==> src/rtl/fb_arbiter.sv <==
// fb_arbiter
// Shares one single-port 640x480x2-bit framebuffer SRAM between the VGA
// scanout path and the drawing side. Display fetches always win the slot.
// Any free slot is shared round-robin between NREQ drawing requesters and a
// built-in frame-clear engine, which contends as requester index NREQ.
//
// Ports
//   CLOCK_50, nReset          clock, asynchronous active-low reset
//   disp_strobe, pixel_x/y    display fetch request and pixel coordinate
//   pixel                     registered display pixel
//   req_valid/we/addr/wdata   per-requester access (addr 19 bits, data 2 bits each)
//   req_ready                 combinational grant
//   rsp_valid, rsp_data       read response, one cycle after a read grant
//   clear_start, clear_color  start a full-frame fill with the given color
//   clear_busy                fill in progress
//   mem_en/we/addr/wdata      SRAM command, combinational from the slot decision
//   mem_rdata                 SRAM read data, one cycle after a read command
module fb_arbiter #(
    parameter int NREQ     = 2,
    parameter int FB_DEPTH = 307200
) (
    input  logic                 CLOCK_50,
    input  logic                 nReset,
    input  logic                 disp_strobe,
    input  logic [9:0]           pixel_x,
    input  logic [8:0]           pixel_y,
    output logic [1:0]           pixel,
    input  logic [NREQ-1:0]      req_valid,
    input  logic [NREQ-1:0]      req_we,
    input  logic [NREQ*19-1:0]   req_addr,
    input  logic [NREQ*2-1:0]    req_wdata,
    output logic [NREQ-1:0]      req_ready,
    output logic [NREQ-1:0]      rsp_valid,
    output logic [1:0]           rsp_data,
    input  logic                 clear_start,
    input  logic [1:0]           clear_color,
    output logic                 clear_busy,
    output logic                 mem_en,
    output logic                 mem_we,
    output logic [18:0]          mem_addr,
    output logic [1:0]           mem_wdata,
    input  logic [1:0]           mem_rdata
);

    localparam int NC = NREQ + 1;
    localparam int PW = $clog2(NC);
    localparam logic [18:0] DEPTH = 19'(FB_DEPTH);
    localparam logic [18:0] LAST  = 19'(FB_DEPTH - 1);

    typedef enum logic {IDLE, FILL} clr_state_t;

    clr_state_t        state, state_next;
    logic [18:0]       clr_addr, clr_addr_next;
    logic [1:0]        clr_color, clr_color_next;
    logic              clr_write;

    logic [PW-1:0]     rr_ptr, rr_ptr_next;
    logic [NC-1:0]     contend;
    logic              grant_any;
    logic [PW-1:0]     grant_idx;
    logic [PW-1:0]     cand;

    logic              disp_pend;
    logic [NREQ-1:0]   rsp_pend, rsp_pend_next;
    logic              rsp_in_range, rsp_in_range_next;
    logic [18:0]       disp_addr;

    // y*640 + x as two shifts and adds; fits 19 bits for legal coordinates
    assign disp_addr = 19'({pixel_y, 9'b0}) + 19'({pixel_y, 7'b0}) + 19'(pixel_x);

    assign clear_busy = (state == FILL);

    // A display strobe takes the slot, so nobody contends in that cycle
    assign contend = disp_strobe ? '0 : {clear_busy, req_valid};

    // Round-robin search starting at the pointer, wrapping over NREQ+1 slots
    always_comb begin
        grant_any = 1'b0;
        grant_idx = '0;
        cand      = '0;
        for (int k = 0; k < NC; k++) begin
            cand = PW'((int'(rr_ptr) + k) % NC);
            if (!grant_any && contend[cand]) begin
                grant_any = 1'b1;
                grant_idx = cand;
            end
        end
    end

    // Pointer moves to one past the winner only when someone was granted
    always_comb begin
        rr_ptr_next = rr_ptr;
        if (grant_any) begin
            rr_ptr_next = (grant_idx == PW'(NREQ)) ? '0 : grant_idx + PW'(1);
        end
    end

    // Slot decision driving the SRAM command, grants and pending responses.
    // Everything is gated by nReset so the outputs sit at zero during reset.
    // Out-of-range requests are granted but never reach the SRAM.
    always_comb begin
        req_ready         = '0;
        mem_en            = 1'b0;
        mem_we            = 1'b0;
        mem_addr          = '0;
        mem_wdata         = '0;
        rsp_pend_next     = '0;
        rsp_in_range_next = 1'b0;
        clr_write         = 1'b0;
        if (nReset) begin
            if (disp_strobe) begin
                mem_en   = 1'b1;
                mem_addr = disp_addr;
            end else if (grant_any) begin
                if (grant_idx == PW'(NREQ)) begin
                    clr_write = 1'b1;
                    mem_en    = 1'b1;
                    mem_we    = 1'b1;
                    mem_addr  = clr_addr;
                    mem_wdata = clr_color;
                end else begin
                    for (int i = 0; i < NREQ; i++) begin
                        if (grant_idx == PW'(i)) begin
                            req_ready[i +: 1] = 1'b1;
                            if (req_addr[19*i +: 19] < DEPTH) begin
                                mem_en            = 1'b1;
                                mem_we            = req_we[i +: 1];
                                mem_addr          = req_addr[19*i +: 19];
                                mem_wdata         = req_wdata[2*i +: 2];
                                rsp_in_range_next = 1'b1;
                            end
                            if (!req_we[i +: 1]) begin
                                rsp_pend_next[i +: 1] = 1'b1;
                            end
                        end
                    end
                end
            end
        end
    end

    // Clear engine: a start in IDLE latches the color and rewinds the
    // counter; each clear grant writes one pixel, the last one ends the fill
    always_comb begin
        state_next     = state;
        clr_addr_next  = clr_addr;
        clr_color_next = clr_color;
        case (state)
            IDLE: begin
                if (clear_start) begin
                    state_next     = FILL;
                    clr_addr_next  = '0;
                    clr_color_next = clear_color;
                end
            end
            FILL: begin
                if (clr_write) begin
                    if (clr_addr == LAST) begin
                        state_next = IDLE;
                    end else begin
                        clr_addr_next = clr_addr + 19'd1;
                    end
                end
            end
            default: state_next = IDLE;
        endcase
    end

    // Clear engine state register
    always_ff @(posedge CLOCK_50 or negedge nReset) begin
        if (!nReset) begin
            state     <= IDLE;
            clr_addr  <= '0;
            clr_color <= '0;
        end else begin
            state     <= state_next;
            clr_addr  <= clr_addr_next;
            clr_color <= clr_color_next;
        end
    end

    // Arbiter pointer, pending display/response flags and the pixel register
    always_ff @(posedge CLOCK_50 or negedge nReset) begin
        if (!nReset) begin
            rr_ptr       <= '0;
            disp_pend    <= 1'b0;
            rsp_pend     <= '0;
            rsp_in_range <= 1'b0;
            pixel        <= '0;
        end else begin
            rr_ptr       <= rr_ptr_next;
            disp_pend    <= disp_strobe;
            rsp_pend     <= rsp_pend_next;
            rsp_in_range <= rsp_in_range_next;
            if (disp_pend) begin
                pixel <= mem_rdata;
            end
        end
    end

    // Response data is the SRAM output, or zero for an out-of-range read
    assign rsp_valid = rsp_pend;
    assign rsp_data  = (|rsp_pend && rsp_in_range) ? mem_rdata : 2'b00;

endmodule

==> config.mk <==
export PLATFORM = sky130hd
export DESIGN_NAME = fb_arbiter
export DESIGN_NICKNAME = d
export VERILOG_FILES = /design/src/rtl/fb_arbiter.sv
export SDC_FILE = /design/constraint.sdc
export NUM_CORES = 1
export LEC_CHECK = 0
export BUFFER_PORTS_ARGS = -buffer_cell sky130_fd_sc_hd__buf_2
export CAP_MARGIN = 20
export CORE_AREA = 2 2 83 85
export CTS_CLUSTER_DIAMETER = 30
export DETAILED_ROUTE_END_ITERATION = 8
export DIE_AREA = 0 0 85 87
export GPL_ROUTABILITY_DRIVEN = 1
export PLACE_DENSITY = 0.75
export RECOVER_POWER = 25
export SLEW_MARGIN = 25
export SYNTH_ARGS = -nofsm -noshare
export SYNTH_HDL_FRONTEND = slang
export SYNTH_SLANG_ARGS = --single-unit
export TNS_END_PERCENT = 100
==> constraint.sdc <==
create_clock -name CLOCK_50 -period 2.8 [get_ports CLOCK_50]
set_input_delay 0.28 -clock CLOCK_50 [delete_from_list [all_inputs] [get_ports CLOCK_50]]
set_output_delay 0.28 -clock CLOCK_50 [all_outputs]
set_load 0.1 [all_outputs]
## Yosys cells after proc, flatten, opt, wreduce, memory -nomap -nowiden

Cells that the tools add are included.

- $add $sub $neg: 6
- Divide/modulo/power cells: 3
- Equality and inequality tests: 6
- Bitwise logic cells: 1
- Multiplexer cells: 77
- Order comparisons: 5
- Reduce and logical (&&, ||, !) cells: 9

Operators with widths:

| cell | number |
|---|---|
| 2-to-1 mux 19 bit | 11 |
| remainder unit 32 x 3 -> 32 bit, second input constant | 2 |
| 2-to-1 mux 2 bit | 21 |
| 2-to-1 mux 1 bit | 39 |
| < comparator 19 bit, second input constant | 2 |
| case mux 19 bit (2 select lines) | 1 |
| remainder unit 3 x 3 -> 32 bit, second input constant | 1 |
| adder 18 x 16 -> 19 bit | 1 |
| adder 19 x 1 -> 19 bit, second input constant | 1 |
| adder 19 x 10 -> 19 bit | 1 |
| == test 19 bit, second input constant | 1 |
| < comparator 2 x 3 -> 1 bit, second input constant | 3 |
| binary-select mux 1 bit (select 2 bit) | 3 |
| != test 2 bit, second input constant | 2 |
| adder 2 x 1 -> 3 bit, second input constant | 1 |
| adder 2 x 2 -> 3 bit, second input constant | 1 |
| logical AND 1 bit | 3 |
| 2-to-1 mux 3 bit | 1 |
| AND reduction 3 bit | 1 |
| adder 2 x 1 -> 2 bit, second input constant | 1 |
| == test 2 x 1 -> 1 bit, second input constant | 1 |
| == test 2 bit, second input constant | 1 |
| zero test 1 bit | 2 |
| zero test 2 bit | 1 |
| 5 further kinds | 5 |

- Output and inout port bits: 32
- Register bits after elaboration: 30
- Input bits: 73

## Logic depth before layout (Yosys ltp)

Gate-level depths: netlist of the first run.

- Word-level depth: 18
- Mapped depth: 11
- Depth with buffers taken out: 10

## Worst setup path after synthesis of the first run

No wires, ideal clock.

- Path type: register -> output
- Start point: register state (netlist: clear_busy)
- End point: output mem_wdata[1]
- Cell stages (with the launch flop): 9
- Arrival: 4503 ps
- Setup slack: -1983 ps
- Data required time: 2520 ps
- Buffers on the path: 2
- Path through: dfrtp_1 > buf_2 > mux2i_1 > or3_1 > a32o_1 > and2_1 > buf_6 > o211ai_1 > nor3b_1

- Cells in the longest elaborated chain, start to end: 18

Ends and longest elaborated chain:

| what | line | RTL |
|---|---|---|
| start: declaration | 52 | `clr_state_t state, state_next;` |
| start signal: assignment | 176 | `state <= state_next;` |
| 2-to-1 mux 3 bit (*) | 74 | `assign contend = disp_strobe ? '0 : {clear_busy, req_valid};` |
| binary-select mux 1 bit (select 2 bit) | 83 | `if (!grant_any && contend[cand]) begin` |
| 2-to-1 mux 1 bit (implied by the code) | 83 |  |
| 2-to-1 mux 1 bit | 83 |  |
| zero test 1 bit | 83 |  |
| logical AND 1 bit | 83 |  |
| 2-to-1 mux 1 bit | 83 |  |
| zero test 1 bit | 83 |  |
| (+2 left out) | -- |  |
| zero test 2 bit | 123 | `if (grant_idx == PW'(i)) begin` |
| 2-to-1 mux 2 bit | 123 |  |
| 2-to-1 mux 2 bit | 125 | `if (req_addr[19*i +: 19] < DEPTH) begin` |
| 2-to-1 mux 2 bit | 123 |  |
| 2-to-1 mux 2 bit | 115 | `if (grant_idx == PW'(NREQ)) begin` |
| 2-to-1 mux 2 bit (*) | 114 | `end else if (grant_any) begin` |
| 2-to-1 mux 2 bit (*) | 111 | `if (disp_strobe) begin` |
| 2-to-1 mux 2 bit (*) | 110 | `if (nReset) begin` |
| end: declaration | 41 | `output logic [1:0] mem_wdata,` |

Mark *: on every way between the ends. The rest lies on a longest branch, timed or not. The select of a mux whose other input is x is not followed.

## Worst setup path in the final report of the first run

- Start point: register rr_ptr[0]
- End point: output mem_addr[14]

- Cells in the longest elaborated chain, start to end: 18

Ends and longest elaborated chain:

| what | line | RTL |
|---|---|---|
| start: declaration | 57 | `logic [PW-1:0] rr_ptr, rr_ptr_next;` |
| start signal: assignment | 191 | `rr_ptr <= rr_ptr_next;` |
| branches (longest 15 deep; another with remainder unit 32 x 3 -> 32 bit) | -- |  |
| 2-to-1 mux 19 bit (*) | 114 |  |
| 2-to-1 mux 19 bit (*) | 111 |  |
| 2-to-1 mux 19 bit (*) | 110 |  |
| end: declaration | 40 | `output logic [18:0] mem_addr,` |

Every way passes the cells marked *. The select of a mux whose other input is x is not followed.

==> summary.txt, run 1 <==
Setup path
  • Flop2flop setup slack: 0.19 ns
  • Worst endpoint data arrival time: 2.72 ns
  • Setup crit end: mem_addr[14]
  • Startpoint types: flip-flop
  • Critical path class: reg2out
  • R2R depth: 9
  • CP endpoint kind: output port
  • WP data required: ~2.5 ns
  • Crit path max fanout: 8
  • Reg2reg end: clr_addr[0]
  • Crit path from: rr_ptr[0]
  • Reg-to-reg startpoint: rr_ptr[0]

CTS
  • Clock tree sinks: 30
  • Clock Latency Late Sink: 0.30 ns
  • Htree depth: 2
  • TritonCTS clock tree: yes
  • Clk pin slew, worst setup/hold paths: 0.08 ns
  • Clock buffer depth: 2
  • CTS Root Cell: clkbuf_8
  • Number of buffers created by CTS: 5

Synthesis
  • Simple-gate area share of the yosys netlist: 0.252
  • Avg Inst Size Synth: 7.86 um^2
  • Post-Synth Adder-Cell Area: 0.0923
  • Synth unique cells: 60
  • Post-synth EDFFs: 0
  • Ys Warns: 0
  • Mapped cell area: 3150 um^2
  • Multiplexer area fraction after synthesis: 0.0255
  • Area contributors post-synth: dfrtp_1 (24%), ha_1 (8.0%), nand2_1 (6.0%)
  • Ys flop type: dfrtp_1
  • Compound-Gate Fraction of Synth Area: 0.259
  • Main combinational cell family by area after synthesis: compound AO/OA/AOI/OAI gates
  • Top cells by instance count after synthesis: nand2_1 (50), nor2_1 (41), dfrtp_1 (30)
  • Synth Net Count: 495
  • Yosys top cell by area: dfrtp_1
  • FFs w/ async S/R, synth: 1.00
  • Most numerous cell in the Yosys netlist: nand2_1
  • Syn Inst Count: 400
  • Seq/Total Area, Yosys: 0.239
  • Top-area cell type share of the netlist area: 0.239
  • Synth Register Bits: 30
  • Post-synthesis xor/xnor area fraction: 0.0613

Timing
  • Clock Skew: 0.00742 ns
  • RSZ-0062 raised after global routing: yes
  • Hold Slack: 0.169 ns
  • Number of setup violations in the final report: 24
  • Final Hold Viols: 0
  • Tmin final: between 2 and 3 ns
  • Fin crit share: 1.07
  • Fmax: 334 MHz
  • Fin. max-slew vios: 0
  • Slew @ Worst Pin: 0.636 ns
  • Fin worst setup slack: -0.198 ns
  • Worst rel slew slack: 0.574

Placed design
  • Buffers on Ports: 104
  • Placed cells: 589
  • Routability cong.: 0.971
  • HPWL after DPL: 8090 um
  • DP Area: 4540 um^2

GRT
  • First-pass GRT wire length: 17100 um
  • GRT overflow: 0
  • Largest net degree at the start of global routing: 21
  • Initial antenna violation count: 0
  • Vias in the first global route: 3606
  • Tot GR Track Use: 0.289

Min path
  • Hold-critical path depth: 2
  • Worst hold path type: in2reg

Layout
  • Final Cell Area: 4980 um^2
  • Layout cell share with drive strength beyond 1: 0.420
  • Final net count: approximately 630
  • Non-filler instance count after layout: 611
  • Filler cells: between 400 and 500
  • Area growth syn-to-layout: 58.4%
  • Core Util, Final: 0.758
  • Diode count: 0

Detailed routing
  • Drt pass-1 iters: 4
  • DR WL/cell: 17.5 um
  • Drt via density: 5.90
  • Vias: roughly 3600
  • Final WL: between 10000 and 15000 um
  • Starting DRT DRC Count: 245
  • Remaining routing DRC violations: 0
  • Antenna-violating nets left: 0

Power and ir drop
  • Leakage: 0.00216 uW
  • IR drop worst, VDD: 1100 uV
  • Pwr Density: 1060 nW/um^2

Status
  • Failing checks: negative setup slack
  • Outcome: complete, but fails checks

Floorplan
  • Row count: 30
  • Die Y: 87 um
  • Core footprint: 6570 um^2
  • DIE AREA: 7400 um^2
  • IO Count: 105
  • Width of the die: between 80 and 90 um
  • Initial Utilization: 0.479

Job
  • Max Cap Viol: 0
[where the power goes]
part / switching, uW / leakage, uW / internal (uW) / total (uW)
sequential: 76.3 / 0.000393 / 498 / 575
clock: 186 / 0.0000472 / 198 / 384
combinational: 2520 / 0.00172 / 1790 / 4310
[flip-flops by register name, summed over array words and instances (netlist names)]
signal	flops
clr_color	2
rsp_valid	2
rsp_in_range	1
rr_ptr	2
clr_addr	19
pixel	2
disp_pend	1
clear_busy	1
[layout make-up]
cell class / count / area [um^2] / area share
flip-flops and latches: 30 / 754 / 0.151
repair buffers: 148 / 1350 / 0.270
well taps: 80 / 100 / 0.0201
multi-input cells: 325 / 2610 / 0.524
clock buffers: 6 / 82.6 / 0.0166
inverters: 20 / 75.1 / 0.0151
clock inverters: 2 / 12.5 / 0.00251
[cells in the final DEF, fill, tap and decap left out, drive strengths merged, types with 4 or more instances in the layout]
| cell | netlist | routed |
|---|---|---|
| o211ai | 9 | 9 |
| a211oi | 5 | 5 |
| dfrtp | 30 | 30 |
| ha | 20 | 20 |
| nand3 | 14 | 14 |
| clkbuf | 13 | 8 |
| a31oi | 4 | 4 |
| nor2 | 41 | 41 |
| buf | 13 | 145 |
| o21a | 17 | 17 |
| o21ai | 27 | 27 |
| and2 | 3 | 4 |
| nor2b | 4 | 4 |
| inv | 20 | 20 |
| nor3 | 12 | 12 |
| a2111oi | 4 | 4 |
| nand2b | 4 | 4 |
| a22oi | 10 | 10 |
| xnor2 | 20 | 20 |
| nand4 | 19 | 19 |
| mux2 | 5 | 5 |
| a21oi | 12 | 12 |
| nand2 | 50 | 50 |
[per-stage QoR]
step	setup TNS [ns]	total power [uW]	worst slack, ns
floorplan	-1.91	3180	-0.249
global placement	-0.324	4260	-0.120
detailed placement	-0.508	4290	-0.129
CTS	-2.06	5170	-0.178
global route	-4.43	5500	-0.255
finish	-2.52	5270	-0.198
[per-layer routing]
metal / track usage / vias to the layer above / part of all wire
li1: - / 1726 / -
met1: 0.359 / 1717 / 0.41
met2: 0.503 / 141 / 0.50
met3: 0.0436 / 18 / 0.059
met4: 0.117 / 0 / 0.024
met5: 0 / - / 0
[worst min-delay path by stage]
| stage | start | endpoint | slack (ns) |
|---|---|---|---|
| CTS | req_we[1] | rsp_valid[1] | 0.15 |
| global route | req_we[0] | rsp_valid[0] | 0.17 |
| floorplan | nReset | clr_addr[0] | -0.02 |
| global placement | nReset | clr_addr[3] | 0.19 |
| finish | req_we[1] | rsp_valid[1] | 0.17 |
| detailed placement | nReset | clr_addr[4] | 0.19 |
[worst max-delay path, stage by stage (launching register included)]
cell and delay (ns):
dfrtp_1 0.41, inv_2 0.08, ha_4 0.27, nor2b_1 0.14, o2111a_2 0.29, o21a_1 0.19
or3b_4 0.42, buf_12 0.18, o221ai_4 0.22, buf_12 0.21
[logic make-up (layout without fill, tap and decap cells)]
kind of cell / count (synthesis) / after routing
adder cells (fa/ha/maj): 22 / 22
multiplexers: 7 / 7
flip-flops: 30 / 30
AND/OR/NAND/NOR: 162 / 163
XOR/XNOR: 22 / 22
buffers and inverters: 46 / 176
AO/OA/AOI/OAI: 111 / 111
[what timing repair did]
item	4_1_cts	5_1_grt
gates resized for setup	39	10
endpoints found under the hold margin	5	0
setup endpoints to repair	25	24
pin swaps	26	4
setup buffers	10	1
hold buffers	1	0
cloned	2	0
Power figures use the tool's default switching activity.
==> run 2: changes to the inputs <==
- clock period: 2.8 -> 3.1 ns (I/O delays scaled with it)
==> run 2 against run 1 <==
  * The run now ends clean
  * Design area shrank 6.8%
  * Power shrank 19%
  * Clock power shrank 14%
  * Hold slack gained 0.028 ns
  * Non-clock buffer count shrank 17
  * Cell count shrank 2.8%
  * Core utilization shrank 5.2 points
  * Critical path type is now in2out
==> summary.txt, run 2 (synthesis results as in run 1) <==
Status
  • Outcome: complete, no violations

Setup path
  • CP endpoint kind: output port
  • Largest stage delay, worst path: 0.54 ns
  • WP data required: roughly 2.8 ns
  • Most used cell, CP: fa_1
  • Crit path max fanout: 2
  • Worst endpoint data arrival time: 2.76 ns
  • Startpoint types: input pin
  • Slowest stage cell, crit path: fa_1
  • Critical path cell sequence: buf_2, inv_1, fa_1, fa_1, nor2b_2, o2111ai_2, a31oi_2, buf_4, a21oi_1, o22ai_2, buf_12
  • Critical path class: in2out

Timing
  • Fin. max-slew vios: 0
  • Final Hold Viols: 0
  • Number of setup violations in the final report: 0
  • Hold Slack: 0.197 ns
  • Clock Skew: 0.00861 ns
  • Fmax: about 330 MHz
  • RSZ-0062 raised after global routing: yes
  • Post-route setup TNS: 0 ns
  • Worst rel slew slack: 0.559
  • Slew @ Worst Pin: between 0.6 and 0.7 ns
  • Fin crit share: 0.989
  • Tmin final: between 3 and 4 ns
  • Fin worst setup slack: between 0.03 and 0.04 ns

Placed design
  • HPWL after DPL: between 7000 and 8000 um
  • Routability cong.: slightly below 1
  • Pre-CTS setup slack: -0.0215 ns
  • Buffers on Ports: 104

CTS
  • Clock buffer depth: 2
  • CTS Root Cell: clkbuf_8
  • Clock Latency Late Sink: 0.28 ns
  • Htree depth: 2
  • Number of buffers created by CTS: 5
  • TritonCTS clock tree: yes
  • Clk pin slew, worst setup/hold paths: 0.07 ns
  • Clock tree sinks: 30

Layout
  • Area growth syn-to-layout: 47.6%
  • Commonest cells after routing, fill and taps aside: buf_2 (79), nand2_1 (49), nor2_1 (39)
  • Layout cell share with drive strength beyond 1: 0.383
  • Max FFs per register: 19
  • Final net count: a little over 600
  • Diode count: 0
  • Largest Register: clr_addr
  • Commonest non-fill, non-tap cell in the layout: buf_2

Floorplan
  • Width of the die: ~85 um
  • Core footprint: 6570 um^2
  • Initial Utilization: 0.479
  • Die Y: around 87 um
  • IO Count: 105
  • DIE AREA: 7400 um^2
  • Row count: 30

Power and ir drop
  • Final Power: between 4000 and 5000 uW
  • Pwr Density: around 920 nW/um^2
  • IR drop worst, VDD: 1080 uV
  • Leakage: 0.00202 uW

Detailed routing
  • Drt via density: roughly 6
  • Starting DRT DRC Count: 199
  • DR WL/cell: 17.5 um
  • Final WL: 10400 um
  • Drt pass-1 iters: 4
  • Antenna-violating nets left: 0
  • Vias: 3497
  • Remaining routing DRC violations: 0

Min path
  • Worst hold path type: in2reg

GRT
  • Tot GR Track Use: 0.282
  • First-pass GRT wire length: 16800 um
  • Initial antenna violation count: 0
  • Largest net degree at the start of global routing: 22
  • GRT overflow: 0
  • Vias in the first global route: 3531

Job
  • Max Cap Viol: 0
[run 2: critical path: cells and delay by family]
family,cells,cell delay [ns]
adder cells (fa/ha/maj),2,1.02
buffers and inverters,4,0.46
AO/OA/AOI/OAI,4,0.77
AND/OR/NAND/NOR,1,0.18
[run 2: final cells by class]
type | count | area, um^2
sequential | 30 | 756
multi-input combinational | 325 | 2520
tap | 80 | 100
clock buffer | 6 | 82.6
fill | 517 | 1930
clock inverter | 2 | 12.5
inverter | 20 | 75.1
timing repair buffer | 131 | 1090
[run 2: path summary, 6_finish.rpt]
check	from	to	slack (ns)	cells past startpoint
worst max-delay path	pixel_x[9]	mem_addr[18]	0.03	11
worst min-delay path	req_we[0]	rsp_valid[0]	0.20	2
max in group asynchronous	nReset	clear_busy	2.14	3
worst max register to register	rr_ptr[0]	clr_addr[0]	0.52	9
min in group asynchronous	nReset	clr_addr[18]	0.46	2
worst min register to register	pixel[1]	pixel[1]	0.51	1
[run 2: power by group]
part / internal (uW) / switching [uW] / total [uW] / leakage [uW]
sequential: 452 / 67.8 / 519 / 0.000392
combinational: 1260 / 2150 / 3410 / 0.00158
clock: 178 / 151 / 329 / 0.0000472
[run 2: layer usage]
layer  vias up  GRT usage  wire, um
met5         -          0         0
met4         0     0.0880       256
met3        22     0.0559       620
met2       130      0.484      5120
met1      1670      0.357      4400
li1       1675          -         -
[run 2: per-stage QoR]
step	cells	util	area, um^2
2_1_floorplan	400	-	3420
6_report	594	0.707	4640
3_3_place_gp	578	0.663	4360
5_1_grt	594	0.707	4640
4_1_cts	589	0.692	4550
3_5_place_dp	578	0.663	4360
[run 2: what timing repair did]
| action | CTS | global route |
|---|---|---|
| hold endpoints to repair | 7 | 0 |
| hold buffers | 1 | 0 |
| pin swaps | 4 | 7 |
| setup buffers | 1 | 4 |
| gates cloned | 1 | 1 |
| setup endpoints to repair | 22 | 21 |
| gates resized for setup | 13 | 16 |
==> run 3: changes to the inputs <==
- CORE_AREA: 2 2 83 85 -> 2 2 85 87
- DIE_AREA: 0 0 85 87 -> 0 0 87 89
- clock period: 3.1 -> 2.6 ns (I/O delays scaled with it)
==> run 3 against run 2 <==
  * The flow now finishes with violations (negative setup slack)
  * Non-clock buffer count is 46 higher
  * Hold slack worse by 0.026 ns
  * Sequential cell count stayed put
  * Critical endpoint is now mem_addr[15]
  * Largest power group unchanged
  * Highest routed layer unchanged
==> summary.txt, run 3 (synthesis results as in run 1) <==
Floorplan
  • IO Count: 105
  • Row count: 30
  • Die Y: 89 um
  • Initial Utilization: 0.468
  • DIE AREA: 7740 um^2
  • Core footprint: 6720 um^2
  • Width of the die: between 80 and 90 um

Power and ir drop
  • Internal: roughly 2900 uW
  • Pwr Density: ~1200 nW/um^2
  • Switch Pwr: 3180 uW
  • Final Power: 6090 uW
  • Combinational fraction of design power: 0.840
  • IR drop worst, VDD: 625 uV
  • Sw Share: 0.522
  • Clock Power Share: 0.059
  • Leakage: around 0.0023 uW
  • Seq pwr share: 0.102

CTS
  • Number of buffers created by CTS: 5
  • Clock tree sinks: 30
  • Hold-fix buffers, CTS: 0
  • Clock buffer depth: 2
  • Htree depth: 2
  • CTS Root Cell: clkbuf_8
  • TritonCTS clock tree: yes
  • Clk pin slew, worst setup/hold paths: 0.06 ns
  • Clock Latency Late Sink: 0.28 ns

Job
  • Max Cap Viol: 0

Status
  • Failing checks: negative setup slack
  • Outcome: complete, but fails checks

Placed design
  • HPWL after DPL: 8870 um
  • Routability cong.: between 0.9 and 1
  • Pre-CTS setup slack: -0.293 ns
  • Buffers on Ports: 104

Detailed routing
  • Drt pass-1 iters: 5
  • Drt via density: between 6 and 7
  • Final WL: 12500 um
  • Remaining routing DRC violations: 0
  • Vias: 4017
  • Antenna-violating nets left: 0
  • Starting DRT DRC Count: 372
  • DR WL/cell: 19.4 um

Timing
  • Fin crit share: 1.14
  • Fmax: 337 MHz
  • Number of setup violations in the final report: 25
  • Fin worst setup slack: -0.369 ns
  • Final Hold Viols: 0
  • Fin. max-slew vios: 0
  • Clock Skew: roughly 0.0055 ns
  • RSZ-0062 raised after global routing: yes
  • Slew @ Worst Pin: 1.18 ns
  • Post-route setup TNS: -7.28 ns
  • Tmin final: 2.97 ns
  • Hold Slack: 0.171 ns
  • Worst rel slew slack: 0.216

Layout
  • Largest Register: clr_addr
  • Commonest cells after routing, fill and taps aside: buf_2 (78), buf_4 (53), nand2_1 (48)
  • Area growth syn-to-layout: 67.7%
  • Layout cell share with drive strength beyond 1: 0.456
  • Diode count: 0
  • Filler cells: 408
  • Max FFs per register: 19
  • Final net count: 655
  • Commonest non-fill, non-tap cell in the layout: buf_2

Setup path
  • Reg-to-reg startpoint: rr_ptr[1]
  • WP data required: 2.34 ns
  • Reg2reg end: clr_addr[18]
  • Startpoint types: flip-flop
  • Setup crit end: mem_addr[15]
  • Flop2flop setup slack: around 0.060 ns
  • R2R depth: 10
  • Crit path from: rr_ptr[1]
  • CP endpoint kind: output port
  • Worst endpoint data arrival time: roughly 2.7 ns
  • Critical path class: reg2out
  • Crit path max fanout: 6

GRT
  • Tot GR Track Use: 0.304
  • First-pass GRT wire length: 18400 um
  • Initial antenna violation count: 0
  • Largest net degree at the start of global routing: 24
  • Vias in the first global route: about 3800
  • GRT overflow: 0

Min path
  • HP Start: req_we[0]
  • Worst hold path type: in2reg
  • Hold-critical path depth: 2
## run 3: cell count changes in the layout (fill, tap and decap cells not counted), sizes merged
cell / change
clkinv: -1
clkbuf: +4
clkinvlp: -1
dlygate4sd3: -1
and2: +1
buf: +45
## run 3: worst min path at each step
stage | endpoint | slack [ns]
final | rsp_valid[0] | 0.17
after detailed placement | clr_addr[6] | 0.36
after CTS | clr_addr[5] | 0.05
after floorplan | clr_addr[0] | -0.04
after global placement | clr_addr[6] | 0.35
after global routing | rsp_valid[0] | 0.16
## run 3: power groups by stage
| stage | clock, uW | combinational (uW) | sequential, uW |
|---|---|---|---|
| after floorplan | 0 | 2830 | 658 |
| after global routing | 388 | 5330 | 626 |
| after detailed placement | 0 | 4180 | 616 |
| final | 356 | 5110 | 618 |
| after CTS | 363 | 4700 | 611 |
| after global placement | 0 | 4120 | 611 |
## run 3: layout make-up
cell class / instances / area (um^2) / area share
sequential: 30 / 754 / 0.143
clock buffer: 8 / 80.1 / 0.0152
inverter: 20 / 75.1 / 0.0142
multi-input combinational: 326 / 2700 / 0.512
timing repair buffer: 177 / 1560 / 0.296
tap: 80 / 100 / 0.0190
## run 3: repair_timing
item	CTS	global route
pin swaps	21	27
endpoints found under the setup margin	26	33
buffers inserted	10	10
resized for setup	27	29
gates cloned	4	1
hold endpoints to repair	0	0
## run 3: through the flow
stage          utilization  cell area [um^2]  cells
3_5_place_dp         0.704              4730    608
6_report             0.785              5270    641
4_1_cts              0.752              5050    630
5_1_grt              0.785              5270    641
2_1_floorplan            -              3500    400
3_3_place_gp         0.704              4730    608
## run 3: worst max-delay path: stages (launching register included)
cell	delay [ns]
dfrtp_1	0.43
inv_2	0.10
ha_4	0.18
mux2_4	0.34
a21oi_4	0.17
a32o_2	0.25
buf_8	0.17
buf_6	0.11
nand4_1	0.14
o21a_1	0.19
o21ai_4	0.16
buf_12	0.19
## run 3: layer usage
metal	vias to the layer above	GRT usage	share of wire
met3	47	0.0600	0.087
met5	-	0	0
met4	0	0.166	0.045
met2	259	0.502	0.50
met1	1936	0.375	0.37
li1	1775	-	-
